File: src/rtl/brick_map_ctrl.sv
// Brick-map controller: loads an initial map row by row from ROM, waits for
// a frame start, then arbitrates two rockets' single-brick clear requests.
// Ports:
//   clk, resetN           : clock, async active-low reset
//   start_of_frame        : frame-start pulse (only acted on in WAIT_SOF)
//   new_game, map_sel     : map (re)load request and map index
//   rom_row_addr/_data    : initial-map ROM port (data one cycle after addr)
//   reqN, reqN_row/_col   : rocket clear requests (level), ackN one-cycle ack
//   map_we/wmode/row/col/wdata : brick-map write port
//   map_sel_out, ready    : last loaded map index, high while running
//   hits1/hits2           : saturating per-rocket counts of in-range clears
module brick_map_ctrl #(
  parameter int ROWS  = 15,
  parameter int COLS  = 20,
  parameter int CNT_W = 8
) (
  input  logic             clk,
  input  logic             resetN,
  input  logic             start_of_frame,
  input  logic             new_game,
  input  logic [1:0]       map_sel,
  output logic [3:0]       rom_row_addr,
  input  logic [COLS-1:0]  rom_row_data,
  input  logic             req1,
  input  logic             req2,
  input  logic [3:0]       req1_row,
  input  logic [3:0]       req2_row,
  input  logic [4:0]       req1_col,
  input  logic [4:0]       req2_col,
  output logic             ack1,
  output logic             ack2,
  output logic             map_we,
  output logic             map_wmode,
  output logic [3:0]       map_row,
  output logic [4:0]       map_col,
  output logic [COLS-1:0]  map_wdata,
  output logic [1:0]       map_sel_out,
  output logic             ready,
  output logic [CNT_W-1:0] hits1,
  output logic [CNT_W-1:0] hits2
);

  typedef enum logic [1:0] {
    IDLE, LOAD, WAIT_SOF, RUN
  } state_t;

  localparam logic [3:0] LAST_ROW = 4'(ROWS - 1);

  state_t state, state_nx;
  logic   ld_last;
  logic   prio2;
  logic   elig1, elig2;
  logic   gnt1, gnt2;
  logic   in1, in2;
  logic   run_ok;

  // A requester whose ack is showing this cycle sits out one arbitration.
  assign run_ok = (state == RUN) && !new_game;
  assign elig1  = req1 && !ack1;
  assign elig2  = req2 && !ack2;
  assign gnt1   = run_ok && elig1 && (!elig2 || !prio2);
  assign gnt2   = run_ok && elig2 && (!elig1 || prio2);

  assign in1 = (int'(req1_row) < ROWS) && (int'(req1_col) < COLS);
  assign in2 = (int'(req2_row) < ROWS) && (int'(req2_col) < COLS);

  // ROM data arrives in the same cycle the row write strobe is shown.
  assign map_wdata = (map_we && !map_wmode) ? rom_row_data : '0;

  always_comb begin
    state_nx = state;
    if (new_game) begin
      state_nx = LOAD;
    end else begin
      case (state)
        LOAD:     if (ld_last) state_nx = WAIT_SOF;
        WAIT_SOF: if (start_of_frame) state_nx = RUN;
        default:  state_nx = state;
      endcase
    end
  end

  always_ff @(posedge clk or negedge resetN) begin
    if (!resetN) begin
      state        <= IDLE;
      ld_last      <= 1'b0;
      prio2        <= 1'b0;
      rom_row_addr <= '0;
      ack1         <= 1'b0;
      ack2         <= 1'b0;
      map_we       <= 1'b0;
      map_wmode    <= 1'b0;
      map_row      <= '0;
      map_col      <= '0;
      map_sel_out  <= '0;
      ready        <= 1'b0;
      hits1        <= '0;
      hits2        <= '0;
    end else begin
      state  <= state_nx;
      ready  <= (state_nx == RUN);
      ack1   <= gnt1;
      ack2   <= gnt2;
      map_we <= 1'b0;
      if (new_game) begin
        map_sel_out  <= map_sel;
        rom_row_addr <= '0;
        ld_last      <= 1'b0;
        prio2        <= 1'b0;
        hits1        <= '0;
        hits2        <= '0;
      end else if (state == LOAD) begin
        // ld_last marks the extra cycle that shows the final row write.
        if (!ld_last) begin
          map_we    <= 1'b1;
          map_wmode <= 1'b0;
          map_row   <= rom_row_addr;
          if (rom_row_addr == LAST_ROW) ld_last <= 1'b1;
          else rom_row_addr <= rom_row_addr + 4'd1;
        end
      end else if (gnt1) begin
        map_we    <= in1;
        map_wmode <= 1'b1;
        map_row   <= req1_row;
        map_col   <= req1_col;
        prio2     <= 1'b1;
        if (in1 && hits1 != '1) hits1 <= hits1 + 1'b1;
      end else if (gnt2) begin
        map_we    <= in2;
        map_wmode <= 1'b1;
        map_row   <= req2_row;
        map_col   <= req2_col;
        prio2     <= 1'b0;
        if (in2 && hits2 != '1) hits2 <= hits2 + 1'b1;
      end
    end
  end

endmodule
File: config.mk
export PLATFORM = sky130hd
export DESIGN_NAME = brick_map_ctrl
export DESIGN_NICKNAME = d
export VERILOG_FILES = /design/src/rtl/brick_map_ctrl.sv
export SDC_FILE = /design/constraint.sdc
export NUM_CORES = 1
export LEC_CHECK = 0
export ABC_AREA = 0
export BUFFER_PORTS_ARGS = -buffer_cell sky130_fd_sc_hd__buf_2
export CAP_MARGIN = 20
export CORE_MARGIN = 1.5
export CORE_UTILIZATION = 43
export CTS_CLUSTER_DIAMETER = 60
export CTS_CLUSTER_SIZE = 20
export DETAILED_ROUTE_END_ITERATION = 12
export HOLD_SLACK_MARGIN = 0.02
export PLACE_DENSITY_LB_ADDON = 0.05
export SLEW_MARGIN = 5
export SYNTH_ARGS = -nofsm -noshare
export SYNTH_HDL_FRONTEND = slang
export SYNTH_SLANG_ARGS = --single-unit
File: constraint.sdc
create_clock -name clk -period 1.95 [get_ports clk]
set_clock_uncertainty 0.05 [all_clocks]
set_input_delay 0.195 -clock clk [delete_from_list [all_inputs] [get_ports clk]]
set_output_delay 0.195 -clock clk [all_outputs]
set_load 0.05 [all_outputs]
==> reports/qor.log <==
qor: synthesis.synth_largest_type_area_fraction 42.8%
qor: global_routing.largest_net_degree_at_the_start_of_global_routing 25
qor: synthesis.synth_seq_cells 40
qor: worst_setup_path.endpoint_kind flop
qor: worst_setup_path.critPathRequiredTime 2.12 ns
qor: pwr.p_sw 944 uW
qor: global_routing.grt_pass1_vias 2,239
qor: detailed_routing.detail_route.vias_per_cell 5.38
qor: status.status finished, final reports clean
qor: synthesis.synth_most_common_cell sky130_fd_sc_hd__dfrtp_1
qor: detailed_routing.wl_per_cell 14.5 um
qor: detailed_routing.routed_wirelength 6380 um
qor: sta.worst_tran_pin_value 0.521 ns
qor: layout.insertedDiodeCount 0
qor: synthesis.arithmetic_cell_share_of_the_synthesized_area_counting_full_adders_half_adders_and_majority_gates 4.28%
qor: floorplan.die_w 76.7 um
qor: clocking.cts_buffers 5
qor: synthesis.yosys.cell_types.count 50
qor: sta.highest_attainable_clock_frequency 544 MHz
qor: floorplan.fp.dieArea 0.00589 mm2
qor: pwr.power_frac_clock 27.5%
qor: clocking.cts_tree yes
qor: floorplan.io-pin-count 102
qor: placed_design.hpwl_after_dpl 4770 um
qor: global_routing.grt_pass1_wl 10,600 um
qor: pwr.power_density 774 mW/mm2
qor: synthesis.ys_top_cells_by_count sky130_fd_sc_hd__dfrtp_1 (40), sky130_fd_sc_hd__and2_1 (22), sky130_fd_sc_hd__nand2_1 (21), sky130_fd_sc_hd__a21oi_1 (17), sky130_fd_sc_hd__o21ai_0 (15)
qor: global_routing.grt_antenna_before_repair 0
qor: worst_setup_path.worst-path-buf-inv 1
qor: clocking.clock_tree_root sky130_fd_sc_hd__clkbuf_8
qor: synthesis.async_flop_share 100%
qor: sta.fin_worst_hold_slack 0.0785 ns
qor: synthesis.synth_mux_area_share 4.01%
qor: worst_setup_path.startpoint_type flop
qor: sta.setup_viol 0
qor: synthesis.synth_top_family_by_area simple AND/OR/NAND/NOR gates
qor: synthesis.synth-edff-count 0
qor: synthesis.yosys.area_share.simple 28.4%
qor: global_routing.grt_overflow_total 0
qor: detailed_routing.ant_nets 0
qor: clocking.cts.path.max_buffers 2
qor: layout.utilization 61.5%
qor: pwr.p_seq_share 38.0%
qor: floorplan.row_count 26
qor: worst_setup_path.worst_path_max_delay_cell sky130_fd_sc_hd__or4_1
qor: synthesis.synthXorXnorAreaFrac 0.749%
qor: placed_design.globalplace.congestion 0.797
qor: worst_setup_path.worst_ep_arrival_time 2.00 ns
qor: layout.final_nets 423
qor: run.maxCapViolations 0
qor: worst_setup_path.path_max_fanout 6
qor: clocking.cts_sinks 40
qor: pwr.max-vdd-ir-drop 0.000436 V
qor: synthesis.compound_cell_area_share_of_the_yosys_netlist 17.1%
qor: floorplan.start_util 45.2%
qor: placed_design.port_buffer_cells 101
qor: synthesis.syn_area_per_cell 9.35 um2
qor: synthesis.seq_area_frac_synth 42.8%
qor: global_routing.globalRouteTotalUtil 22.1%
qor: sta.slew_viol_final 0
qor: synthesis.ys_warn_count 0
qor: worst_setup_path.cells_traversed_along_the_worst_timing_path ha_2, nor3b_4, buf_4, o211ai_4, or4_1, a21oi_1
qor: layout.synthToLayoutAreaGrowth 36.1%
qor: layout.drive_above_1_share 38.4%
qor: clocking.htreeDepth 2
qor: detailed_routing.drt_drc_violations_left 0
qor: synthesis.synthesis.instances 250
qor: floorplan.placeableCoreArea 0.00517 mm2
qor: sta.period_share 94.2%
qor: worst_setup_path.criticalPathCategory flop to flop
qor: detailed_routing.route.vias.total 2,368
qor: floorplan.fp.dieH 76.7 um
qor: detailed_routing.iter_0_drt_violations 97
qor: layout.fillerInstances 489
qor: pwr.internal_power 1520 uW
qor: clocking.clock_latency 0.30 ns
qor: synthesis.synthesis.area 0.00234 mm2
qor: sta.finalHoldViolations 0
qor: synthesis.leading_cell_types_by_total_area_after_synthesis sky130_fd_sc_hd__dfrtp_1 (43%), sky130_fd_sc_hd__and2_1 (5.9%), sky130_fd_sc_hd__ha_1 (4.3%)
qor: sta.finalCriticalPeriod 1.84 ns
qor: sta.slew-limit-headroom 65.3%
qor: synthesis.syn_nets 304
qor: clocking.clkSlewWorstSetupHoldPaths 0.08 ns
qor: pwr.power.share.switching 38.3%
qor: worst_setup_path.critPathTopFamily simple AND/OR/NAND/NOR gates
qor: hold_path.hp-class input port to flop
qor: synthesis.post-synth-top-area-cell sky130_fd_sc_hd__dfrtp_1
qor: detailed_routing.detailedRoute.firstPassIterationCount 4
qor: pwr.share_comb_of_total_power 34.5%
qor: worst_setup_path.cpPeakStageDelay 0.47 ns
qor: pwr.power.leakage 0.00164 uW
qor: synthesis.synth_top_flop_cell sky130_fd_sc_hd__dfrtp_1
==> placed cells by master, fill, tap and decap left out, drive strengths merged, types with 5 or more instances in the layout <==
| master | n |
|---|---|
| inv | 6 |
| and2 | 22 |
| o21ai | 16 |
| nand4 | 10 |
| nor2 | 11 |
| nand3 | 10 |
| mux2i | 6 |
| and3 | 6 |
| a21oi | 17 |
| clkbuf | 6 |
| buf | 121 |
| or3 | 11 |
| o31ai | 5 |
| dfrtp | 40 |
| nor2b | 5 |
| nand2 | 21 |
| ha | 8 |
| or4 | 6 |
==> metal layers <==
metal  up-vias  track usage, %  routed length (um)
met5         -               0                   0
met4         0            7.41                  63
met3         6            5.12                 430
met2        86            37.3                3020
met1      1107            27.9                2860
li1       1169               -                   -
==> metrics by stage <==
step                TNS [ns]  power, uW  cells  worst slack, ns  instance area (um2)
floorplan                  0       1540    250           0.0372                 2340
CTS                        0       2480    438           0.0827                 3160
global placement           0       1790    427          0.00691                 3020
detailed placement   -0.0704       1790    427          -0.0329                 3020
global route        -0.00118       2600    440         -0.00118                 3180
finish                     0       2460    440            0.113                 3180
==> flip-flops by register name, summed over array words and instances (netlist names) <==
register      flops
hits1             8
hits2             8
map_col           5
map_row           4
rom_row_addr      4
map_sel_out       2
state             2
ack1              1
ack2              1
ld_last           1
map_we            1
map_wmode         1
prio2             1
ready             1
==> worst paths after layout <==
kind	end	slack, ns	cells after the start	startpoint
max in group asynchronous	hits2[1]	1.01	3	resetN
setup / recovery	hits2[7]	0.11	6	state[0]
hold / removal	map_sel_out[1]	0.08	2	map_sel[1]
hold reg to reg	map_col[2]	0.43	2	map_col[2]
setup reg to reg	hits2[7]	0.11	6	state[0]
min in group asynchronous	hits1[4]	0.35	2	resetN
==> cell families after synthesis <==
group / count (synthesis)
and+or+nand+nor: 116
AOI/OAI and AO/OA: 59
DFF: 40
buffers and inverters: 16
muxes: 9
adders and majority gates: 8
xor gates and xnor gates: 2
==> timing repair <==
action,CTS,global route
setup buffers,2,2
setup endpoints to repair,6,14
endpoints found under the hold margin,20,0
pin swaps,1,3
gates resized for setup,0,5
hold buffers,1,0
==> final cells by class <==
class,count,area (um2),area share (%)
multi-input combinational,194,1290,40.4
sequential,40,1000,31.4
timing repair buffer,122,678,21.3
tap,70,87.6,2.75
clock buffer,6,72.6,2.28
clock inverter,2,35.0,1.10
inverter,6,22.5,0.708
==> worst reg2reg max path: stages, from the launching register on <==
cell and delay [ns]:
sky130_fd_sc_hd__dfrtp_1 0.41, sky130_fd_sc_hd__ha_2 0.22, sky130_fd_sc_hd__nor3b_4 0.21, sky130_fd_sc_hd__buf_4 0.16, sky130_fd_sc_hd__o211ai_4 0.08, sky130_fd_sc_hd__or4_1 0.47, sky130_fd_sc_hd__a21oi_1 0.16
==> power groups by stage <==
stage          registers [uW]  clock network [uW]  logic, uW
6_report                  936                 678        849
5_1_grt                   946                 735        918
4_1_cts                   934                 701        848
3_5_place_dp              950                   0        844
3_3_place_gp              949                   0        839
2_1_floorplan            1120                   0        417
Note: power is estimated with default switching activity, not from simulation.
